[src/rtl/mitchell_antilog.sv]
// mitchell_antilog: two-stage antilog for the Mitchell multiplier, computes (1.f) x 2^k truncated to an integer
module mitchell_antilog #(
   parameter int W     = 8,
   parameter int F     = W - 1,
   parameter int K     = 4,
   parameter int OUT_W = 2 * W
) (
   input  logic             clk,
   input  logic             rst,
   input  logic             in_valid,
   output logic             in_ready,
   input  logic [K-1:0]     in_k,
   input  logic [F-1:0]     in_frac,
   input  logic             in_zero,
   output logic             out_valid,
   input  logic             out_ready,
   output logic [OUT_W-1:0] out_prod,
   output logic             out_ovf
);
   localparam logic [K-1:0] F_K   = K'(F);
   localparam logic [K-1:0] K_MAX = K'(2 * W - 2);
   logic             s1_valid;
   logic [K-1:0]     s1_k;
   logic [F:0]       s1_mant;
   logic             s1_zero;
   logic             s1_ovf;
   logic             s2_accept;
   logic [OUT_W-1:0] mant_ext;
   logic [OUT_W-1:0] nxt_prod;
   logic             nxt_ovf;
   assign s2_accept = !out_valid | out_ready;
   assign in_ready  = !s1_valid | s2_accept;
   assign mant_ext  = {{(OUT_W-F-1){1'b0}}, s1_mant};
   // barrel shift the mantissa by k-F, with zero taking precedence over overflow saturation
   always_comb begin
      nxt_prod = s1_zero ? '0 : s1_ovf ? '1 :
                 (s1_k >= F_K) ? mant_ext << (s1_k - F_K) : mant_ext >> (F_K - s1_k);
      nxt_ovf  = !s1_zero & s1_ovf;
   end
   // stage 1: capture the log value, form the mantissa and flag out-of-range k
   always_ff @(posedge clk or posedge rst) begin
      if (rst) begin
         s1_valid <= 1'b0;
         s1_k     <= '0;
         s1_mant  <= '0;
         s1_zero  <= 1'b0;
         s1_ovf   <= 1'b0;
      end else if (in_ready) begin
         s1_valid <= in_valid;
         if (in_valid) begin
            s1_k    <= in_k;
            s1_mant <= {1'b1, in_frac};
            s1_zero <= in_zero;
            s1_ovf  <= in_k > K_MAX;
         end
      end
   end
   // stage 2: register the shifted result, holding it while downstream stalls
   always_ff @(posedge clk or posedge rst) begin
      if (rst) begin
         out_valid <= 1'b0;
         out_prod  <= '0;
         out_ovf   <= 1'b0;
      end else if (s2_accept) begin
         out_valid <= s1_valid;
         if (s1_valid) begin
            out_prod <= nxt_prod;
            out_ovf  <= nxt_ovf;
         end
      end
   end
endmodule

[config.mk]
export PLATFORM = sky130hd
export DESIGN_NAME = mitchell_antilog
export DESIGN_NICKNAME = d
export VERILOG_FILES = /design/src/rtl/mitchell_antilog.sv
export SDC_FILE = /design/constraint.sdc
export NUM_CORES = 1
export LEC_CHECK = 0
export BUFFER_PORTS_ARGS = -buffer_cell sky130_fd_sc_hd__buf_2
export CORE_MARGIN = 10
export CORE_UTILIZATION = 47
export DETAILED_ROUTE_END_ITERATION = 8
export PLACE_DENSITY = 0.68
export SLEW_MARGIN = 25
export SYNTH_ARGS = -nofsm -noshare
export SYNTH_HDL_FRONTEND = slang
export SYNTH_SLANG_ARGS = --single-unit
[constraint.sdc]
create_clock -name clk -period 2.5 [get_ports clk]
set_input_delay 0.125 -clock clk [delete_from_list [all_inputs] [get_ports clk]]
set_output_delay 0.125 -clock clk [all_outputs]
set_load 0.01 [all_outputs]
==> results of run 1 <==
## how the worst min path moves through the flow
stage	from	end	slack (ns)	cells past startpoint
after global placement	rst	s1_k[3]$_DFFE_PP0P_	0.23	3
after global routing	in_valid	s1_valid$_DFFE_PP0N_	0.04	2
after floorplan	in_valid	s1_valid$_DFFE_PP0N_	0.23	1
after detailed placement	rst	s1_k[3]$_DFFE_PP0P_	0.24	3
after CTS	in_valid	s1_valid$_DFFE_PP0N_	0.03	2
final	in_valid	s1_valid$_DFFE_PP0N_	0.03	2
## cell type report
cell class / instances / area, um^2 / share of cell area [%]
Clock buffer: 5 / 68.8 / 2.81
Clock inverter: 3 / 17.5 / 0.716
Tap cell: 52 / 65.1 / 2.66
Timing Repair Buffer: 43 / 240 / 9.82
Inverter: 6 / 22.5 / 0.920
Sequential cell: 33 / 826 / 33.7
Multi-Input combinational cell: 162 / 1210 / 49.3
## per-stage QoR
stage	cell area, um^2	utilization (%)	power (mW)	std cells
6_report	2450	55.4	1.90	304
3_5_place_dp	2350	53.3	1.50	295
3_3_place_gp	2350	53.3	1.50	295
4_1_cts	2450	55.4	1.91	304
5_1_grt	2450	55.4	2.02	304
2_1_floorplan	2160	-	1.31	216
## where the power goes
group | switching, mW | internal [mW] | total, mW | leakage [nW]
combinational | 0.436 | 0.352 | 0.787 | 0.646
sequential | 0.0869 | 0.624 | 0.710 | 0.409
clock | 0.212 | 0.192 | 0.404 | 0.0439
## registers in the layout, summed over array words and instances, names as in the netlist
register and count:
out_ovf 1, out_prod 16, out_valid 1, s1_k 4, s1_mant 8, s1_ovf 1, s1_valid 1, s1_zero 1
## placed cells by master (no fill, tap or decap), drive strengths merged, types with 2 or more instances in the layout
master / synthesis / final
nor2: 9 / 9
nand2: 18 / 18
a22oi: 5 / 5
nor3: 2 / 2
and2: 3 / 3
a211oi: 2 / 2
mux2i: 16 / 16
o211ai: 3 / 3
or2: 2 / 2
a2bb2oi: 2 / 2
mux4: 2 / 2
inv: 6 / 6
buf: 12 / 42
o22ai: 2 / 2
a21oi: 18 / 18
o21ai: 16 / 16
clkinv: 0 / 2
nand3b: 2 / 2
nand2b: 10 / 10
mux2: 19 / 19
a31oi: 5 / 5
o221ai: 4 / 4
clkbuf: 3 / 5
dfrtp: 33 / 33
## worst register-to-register path, cell delays in order, from the launching register on
cell and delay, ns:
dfrtp_1 0.38, ha_1 0.59, mux2_2 0.28, inv_1 0.05
mux4_2 0.50, o221ai_1 0.21
## kinds of logic (layout without fill, tap and decap cells)
group / after synthesis / in the layout
AOI/OAI and AO/OA: 70 / 70
and+or+nand+nor: 52 / 52
muxes: 37 / 37
DFF: 33 / 33
buffers and inverters: 21 / 57
xor gates and xnor gates: 2 / 2
adders and majority gates: 1 / 1
## repair_timing
action / in CTS / in global routing
endpoints found under the hold margin: 33 / 0
gates resized for setup: 0 / 0
hold buffers: 1 / 0
## per-layer routing
layer | routed length [um] | share of wire, %
met5 | 0 | 0
met4 | 79 | 1.4
met3 | 449 | 7.9
met2 | 2660 | 47
met1 | 2480 | 44
==> reports/metrics.csv, run 1 <==
metric,value,unit
TritonCTS clock tree,done,
"Critical Path, Cell by Cell","ha_1, mux2_2, inv_1, mux4_2, o221ai_1",
gpl congestion,0.955,
Inserted Clock Buffers,5,
post-synthesis sequential area ratio,38.2,%
max-cap viol count,0,
grt total ovfl,0,
number of synthesized flops with an enable pin,0,
crit path capture,out_prod[6]$_DFFE_PP0P_,
largest area contributor in the netlist,dfrtp_1,
vias in the first global route,1791,
pin count of the biggest net entering global routing,34,
Setup crit start kind,flop,
GR Util All Layers,15.3,%
diode count,0,
"Clk pin slew, worst setup/hold paths",0.07,ns
reg2reg end,out_prod[6]$_DFFE_PP0P_,
CTS max path bufs,2,
die width,87.8,um
dpl ws,0.451,ns
CP arrival,2.30,ns
DR WL/cell,18.6,um
core footprint,4410,um^2
crit end category,flop,
Top Ports,35,
Unique masters post-synth,60,
Commonest cells post-synth,"dfrtp_1 (33), mux2_2 (18), nand2_1 (18), a21oi_1 (17), mux2i_1 (16)",
pwr/cell area,777,nW/um^2
commonest register cell after synthesis,dfrtp_1,
Final setup viols,0,
GR peak layer,met2,
drt total wl,5670,um
max incr delay on CP,0.59,ns
drt pass-1 iters,4,
Post-DRT Antenna Nets,0,
"Buf+Inv Stages, Crit Path",1,
GR Layer Usage met1,20.2,%
CP max FO,14,
Tmin final,2.10,ns
Synth Area in XOR/XNOR,1.16,%
R2R Setup Slk,0.40,ns
Post-Syn Instances,216,
fill count,411,
largest family of logic cells by synthesized area,compound AO/OA/AOI/OAI gates,
Crit Path Category,reg -> reg,
Post-CTS Setup Inserts,0,
final worst-path cycle share,83.9,%
asr flop ratio synth,100,%
first-pass GRT wire length,9360,um
Reg-to-Reg Start,s1_k[0]$_DFFE_PP0P_,
CP Launch Point,s1_k[0]$_DFFE_PP0P_,
Hold Fails Final Rpt,0,
Sink Count,33,
Final WS setup,0.402,ns
adder-cell share of the synthesized area,0.578,%
met2 Usage GRT,23.1,%
htree depth,2,
RSZ-0062 raised after global routing,no,
Top delay family on crit path,multiplexers,
most frequent cell after synthesis,dfrtp_1,
clock root buffer,clkbuf_8,
DPL Wire Length,4240,um
vias post-DR,1806,
initial antenna violation count,0,
"flops & latches, synth",33,
Simple-Gate Fraction of Synth Area,12.2,%
Syn Std Cell Area,2160,um^2
FMAX,0.477,GHz
Post-Syn Nets,233,
vias per std cell,5.94,
"Avg Cell Area, Syn",10.0,um^2
Stages on worst setup path,5,
layout cells sized above 1,32.5,%
LEAKAGE,1.10,nW
DRT iter0 DRCs,129,
status,finished clean,
Worst-Margin Slew,0.548,ns
worst path required time,2.70,ns
classification of the worst-slack hold path,in -> reg,
VDD IR max,0.398,mV
yosys synthesis warning count,0,
setup TNS,0,ns
CP max stage cell,ha_1,
compound-gate portion of the synthesized area,22.2,%
met3 usage,4.46,%
worst r2r path cells,5,
final max-slew violation count,0,
DRC Markers,0,
Row Count,24,
die height,87.8,um
synth-to-layout area growth,13.1,%
mux contribution to synthesized area,19.7,%
Synth top area share,38.2,%
Worst-Skew Late Latency,0.29,ns
Die ar.,7720,um^2
Buffers on Ports,34,
slew margin rel.,63.4,%
dominant cells by area after synthesis,"dfrtp_1 (38%), mux2_2 (9.4%), mux2i_1 (7.4%)",
Layout Skew,0.00824,ns
hold_ws,0.0328,ns
initial core utilization,49.0,%
layout net count,268,
Note: power is estimated with default switching activity, not from simulation.
==> run 2, diff against run 1 <==
- PLACE_DENSITY: 0.68 -> 0.71
- clock period: 2.5 -> 1.9 ns (I/O delays scaled with it)
==> reports/metrics.csv, run 2 (synthesis results as in run 1) <==
metric,value,unit,change
switching share of total power,37.0,%,was 38.6%
VDD IR max,0.500,mV,was 0.398 mV
vias per std cell,5.86,,was 5.94
DPL Wire Length,4210,um,was 4240 um
slew margin rel.,63.5,%,was 63.4%
Clock Power Share,20.7,%,was 21.2%
initial antenna violation count,0,,unchanged
die height,87.8,um,unchanged
met2 Usage GRT,23.1,%,unchanged
Sink Count,33,,unchanged
TritonCTS clock tree,done,,unchanged
vias in the first global route,1839,,was 1791
Buffers on Ports,34,,unchanged
Die ar.,7720,um^2,unchanged
core footprint,4410,um^2,unchanged
final worst-path cycle share,97.6,%,was 83.9%
Tmin final,1.85,ns,was 2.10 ns
share of power burned in registers,35.5,%,was 37.4%
fill count,387,,was 411
GR peak layer,met2,,unchanged
Final setup viols,0,,unchanged
reg2reg end,out_prod[3]$_DFFE_PP0P_,,was out_prod[6]$_DFFE_PP0P_
CP max FO,10,,was 14
Post-DRT Antenna Nets,0,,unchanged
clock root buffer,clkbuf_8,,unchanged
vias post-DR,1816,,was 1806
drt pass-1 iters,4,,unchanged
"Most flops, register",out_prod,,unchanged
status,finished clean,,unchanged
Reg-to-Reg Start,s1_k[0]$_DFFE_PP0P_,,unchanged
switching power,0.976,mW,was 0.735 mW
first-pass GRT wire length,9140,um,was 9360 um
Logic pwr share,43.8,%,was 41.4%
grt total ovfl,0,,unchanged
WHS Endpoint,s1_valid$_DFFE_PP0N_,,unchanged
gpl congestion,0.932,,was 0.955
htree depth,2,,unchanged
initial core utilization,49.0,%,unchanged
Crit Path Category,reg -> reg,,unchanged
drt total wl,5510,um,was 5670 um
worst path required time,2.08,ns,was 2.70 ns
pwr/cell area,1030,nW/um^2,was 777 nW/um^2
internal power,1.66,mW,was 1.17 mW
final max-slew violation count,0,,unchanged
Top Ports,35,,unchanged
diode count,0,,unchanged
R2R Setup Slk,0.05,ns,was 0.40 ns
Worst-Margin Slew,0.547,ns,was 0.548 ns
dpl ws,-0.0874,ns,was 0.451 ns
Layout Skew,0.00833,ns,was 0.00824 ns
pin count of the biggest net entering global routing,34,,unchanged
hold path cells,2,,unchanged
Setup crit start kind,flop,,unchanged
LEAKAGE,1.14,nW,was 1.10 nW
classification of the worst-slack hold path,in -> reg,,unchanged
die width,87.8,um,unchanged
setup TNS,0,ns,unchanged
Regs by FF count,"out_prod: 16 flops, s1_mant: 8 flops, s1_k: 4 flops",,unchanged
Worst-Skew Late Latency,0.29,ns,about the same
DRT iter0 DRCs,116,,was 129
hold_sp,in_valid,,unchanged
max-cap viol count,0,,unchanged
DR WL/cell,17.8,um,was 18.6 um
Pwr Total,2.64,mW,was 1.90 mW
Hold Fails Final Rpt,0,,unchanged
Inserted Clock Buffers,5,,unchanged
CTS max path bufs,2,,unchanged
Row Count,24,,unchanged
CP arrival,2.03,ns,was 2.30 ns
"leading cell type in the layout, fill and taps excluded",buf_2,,unchanged
GR Util All Layers,14.8,%,was 15.3%
synth-to-layout area growth,18.3,%,was 13.1%
GR Layer Usage met1,19.2,%,was 20.2%
worst r2r path cells,5,,unchanged
met3 usage,4.27,%,was 4.46%
RSZ-0062 raised after global routing,yes,,was no
"Clk pin slew, worst setup/hold paths",0.07,ns,about the same
storage element area,826,um^2,unchanged
layout cells sized above 1,36.0,%,was 32.5%
max FFs per register,16,,unchanged
multi-input logic area,1250,um^2,was 1210 um^2
crit end category,flop,,unchanged
DRC Markers,0,,unchanged
"commonest non-fill, non-tap cells in the layout","buf_2 (34), dfrtp_1 (33), nand2_1 (18), a21oi_1 (17), mux2_2 (16)",,"was buf_2 (34), dfrtp_1 (33), mux2_2 (18), nand2_1 (18), a21oi_1 (17)"
FMAX,0.539,GHz,was 0.477 GHz
Final WS setup,0.0460,ns,was 0.402 ns
layout net count,275,,was 268
-- run 2: cell count changes in the layout (fill, tap and decap cells not counted), sizes merged --
cell | previous run | this run
clkbuf | 5 | 6
buf | 42 | 49
clkinv | 2 | 0
-- run 2: worst max-delay path by stage --
stage,startpoint,end
floorplan,s1_k[0]$_DFFE_PP0P_,out_prod[9]$_DFFE_PP0P_
global placement,s1_k[0]$_DFFE_PP0P_,out_prod[3]$_DFFE_PP0P_
detailed placement,s1_k[0]$_DFFE_PP0P_,out_prod[3]$_DFFE_PP0P_
CTS,s1_k[0]$_DFFE_PP0P_,out_prod[6]$_DFFE_PP0P_
global route,s1_k[0]$_DFFE_PP0P_,out_prod[7]$_DFFE_PP0P_
finish,s1_k[0]$_DFFE_PP0P_,out_prod[3]$_DFFE_PP0P_
-- run 2: layout make-up --
type	count	area share [%]
clock inverters	1	0.293
multi-input cells	162	49.0
flip-flops and latches	33	32.3
inverters	6	0.880
well taps	52	2.54
repair buffers	50	11.7
clock buffers	6	3.23
-- run 2: layer usage --
| layer | share of wire (%) | vias up |
|---|---|---|
| met3 | 8.8 | 12 |
| li1 | - | 887 |
| met5 | 0 | - |
| met1 | 43 | 839 |
| met2 | 46 | 78 |
| met4 | 1.7 | 0 |
-- run 2: power by group through the flow --
| stage | registers (mW) | clock network [mW] | logic [mW] |
|---|---|---|---|
| 4_1_cts | 0.929 | 0.556 | 1.11 |
| 5_1_grt | 0.957 | 0.585 | 1.26 |
| 6_report | 0.936 | 0.544 | 1.16 |
| 3_3_place_gp | 0.933 | 0 | 1.08 |
| 3_5_place_dp | 0.938 | 0 | 1.09 |
| 2_1_floorplan | 0.951 | 0 | 0.769 |
-- run 2: critical path, cell delays in order, from the launching register on --
cell and delay, ns:
dfrtp_1 0.43, ha_4 0.38, mux2i_2 0.31, mux2_4 0.23, o21bai_1 0.07, a221o_1 0.31
-- run 2: metrics by stage --
step	util [%]	cell area, um^2	hold WS, ns	instances
after floorplan	-	2160	0.203	216
after global placement	54.5	2400	0.199	302
after detailed placement	54.5	2400	0.204	302
after CTS	57.0	2520	0.00350	310
after global routing	58.0	2560	0.0159	310
final	58.0	2560	0.00701	310
-- run 2: repair_timing --
| action | 4_1_cts | 5_1_grt |
|---|---|---|
| setup buffers | 0 | 0 |
| pin swaps | 0 | 1 |
| hold buffers | 1 | 0 |
| setup endpoints to repair | 10 | 14 |
| hold endpoints to repair | 33 | 0 |
| resized for setup | 4 | 7 |
==> run 3, diff against run 2 <==
- CAP_MARGIN: unset -> 10
- MAX_ROUTING_LAYER: unset -> met4
==> reports/metrics.csv, run 3 (synthesis results as in run 1) <==
metric,value,unit,change
setup TNS,0,ns,unchanged
DR WL/cell,18.2,um,was 17.8 um
"leading cell type in the layout, fill and taps excluded",buf_2,,unchanged
vias in the first global route,1825,,was 1839
vias per std cell,5.96,,was 5.86
placed cell area,2430,um^2,was 2400 um^2
Layout Skew,0.00720,ns,was 0.00833 ns
"Clk pin slew, worst setup/hold paths",0.07,ns,about the same
Hold Fails Final Rpt,0,,unchanged
gpl congestion,0.984,,was 0.932
vias post-DR,1871,,was 1816
met3 usage,3.81,%,was 4.27%
FMAX,0.540,GHz,was 0.539 GHz
CP arrival,2.04,ns,was 2.03 ns
htree depth,2,,unchanged
Worst-Skew Late Latency,0.30,ns,was 0.29 ns
DRC Markers,0,,unchanged
Setup crit start kind,flop,,unchanged
VDD IR max,0.613,mV,was 0.500 mV
Finished Cell Area,2580,um^2,was 2560 um^2
CP max FO,16,,was 10
Tmin final,1.85,ns,about the same
worst path required time,2.09,ns,was 2.08 ns
pin count of the biggest net entering global routing,34,,unchanged
drt total wl,5720,um,was 5510 um
GR peak layer,met2,,unchanged
Buffers on Ports,34,,unchanged
Row Count,24,,unchanged
layout cells sized above 1,38.2,%,was 36.0%
initial core utilization,49.0,%,unchanged
core footprint,4410,um^2,unchanged
drt pass-1 iters,4,,unchanged
Crit Path Category,reg -> reg,,unchanged
status,finished clean,,unchanged
final max-slew violation count,0,,unchanged
crit end category,flop,,unchanged
"commonest non-fill, non-tap cells in the layout","buf_2 (34), dfrtp_1 (33), nand2_1 (18), a21oi_1 (16), buf_4 (16)",,"was buf_2 (34), dfrtp_1 (33), nand2_1 (18), a21oi_1 (17), mux2_2 (16)"
Final setup viols,0,,unchanged
final worst-path cycle share,97.4,%,was 97.6%
slew margin rel.,63.5,%,about the same
DRT iter0 DRCs,258,,was 116
Die ar.,7720,um^2,unchanged
Post-DRT Antenna Nets,0,,unchanged
CTS max path bufs,2,,unchanged
met2 Usage GRT,22.6,%,was 23.1%
GR Util All Layers,15.6,%,was 14.8%
synth-to-layout area growth,19.5,%,was 18.3%
diode count,0,,unchanged
DPL Wire Length,4300,um,was 4210 um
Inserted Clock Buffers,5,,unchanged
die width,87.8,um,unchanged
pwr/cell area,1030,nW/um^2,about the same
Final WS setup,0.0495,ns,was 0.0460 ns
Worst-Margin Slew,0.546,ns,was 0.547 ns
GR Layer Usage met1,20.1,%,was 19.2%
die height,87.8,um,unchanged
Sink Count,33,,unchanged
Post-CTS Setup Inserts,0,,unchanged
grt total ovfl,0,,unchanged
initial antenna violation count,0,,unchanged
Regs by FF count,"out_prod: 16 flops, s1_mant: 8 flops, s1_k: 4 flops",,unchanged
Top Ports,35,,unchanged
"Most flops, register",out_prod,,unchanged
LEAKAGE,1.16,nW,was 1.14 nW
max-cap viol count,0,,unchanged
dpl ws,-0.0309,ns,was -0.0874 ns
max FFs per register,16,,unchanged
layout net count,278,,was 275
first-pass GRT wire length,9270,um,was 9140 um
clock root buffer,clkbuf_8,,unchanged
classification of the worst-slack hold path,in -> reg,,unchanged
RSZ-0062 raised after global routing,yes,,unchanged
TritonCTS clock tree,done,,unchanged
-- run 3: cell count changes in the layout (fill, tap and decap cells not counted), sizes merged --
cell and delta:
clkinv +2, buf +3, clkbuf -1
-- run 3: area by class of cell --
type / instances / area, um^2
inverter: 6 / 22.5
clock buffer: 5 / 68.8
timing repair buffer: 53 / 323
fill: 412 / 1830
clock inverter: 3 / 17.5
tap: 52 / 65.1
sequential: 33 / 826
multi-input combinational: 162 / 1260
-- run 3: per-stage QoR --
step	util, %	power, mW	std cells	hold WS, ns
final	58.6	2.66	314	0.000768
after global routing	58.6	2.83	314	0.0119
after CTS	57.3	2.59	314	0.00193
after detailed placement	55.0	2.05	305	0.208
after global placement	55.0	2.04	305	0.201
after floorplan	-	1.72	216	0.203
-- run 3: final timing paths --
path	start	to	slack, ns	cells after the start
setup / recovery	s1_k[0]$_DFFE_PP0P_	out_prod[0]$_DFFE_PP0P_	0.05	5
hold / removal	in_valid	s1_valid$_DFFE_PP0N_	0.0008	2
setup reg to reg	s1_k[0]$_DFFE_PP0P_	out_prod[0]$_DFFE_PP0P_	0.05	5
hold reg to reg	out_prod[6]$_DFFE_PP0P_	out_prod[6]$_DFFE_PP0P_	0.50	2
max in group asynchronous	rst	out_prod[6]$_DFFE_PP0P_	1.18	4
min in group asynchronous	rst	s1_zero$_DFFE_PP0P_	0.42	4
-- run 3: critical path, stage by stage, from the launching register on --
cell and delay, ns:
dfrtp_1 0.41, buf_6 0.20, mux4_1 0.56, a22oi_1 0.29, o221a_2 0.26, nor2_1 0.04
-- run 3: layer usage --
metal / part of all wire, % / vias up
li1: - / 889
met1: 46 / 901
met2: 46 / 69
met3: 6.2 / 12
met4: 2.4 / 0
met5: 0 / -
-- run 3: power breakdown --
group / switching [mW] / internal (mW) / leakage [nW]
clock network: 0.283 / 0.253 / 0.0439
logic: 0.619 / 0.568 / 0.710
registers: 0.115 / 0.820 / 0.409
total: 1.02 / 1.64 / 1.16
-- run 3: what timing repair did --
item,4_1_cts,5_1_grt
gates resized for setup,1,12
hold endpoints to repair,33,0
endpoints found under the setup margin,1,13
hold buffers,1,0
gates cloned,0,0
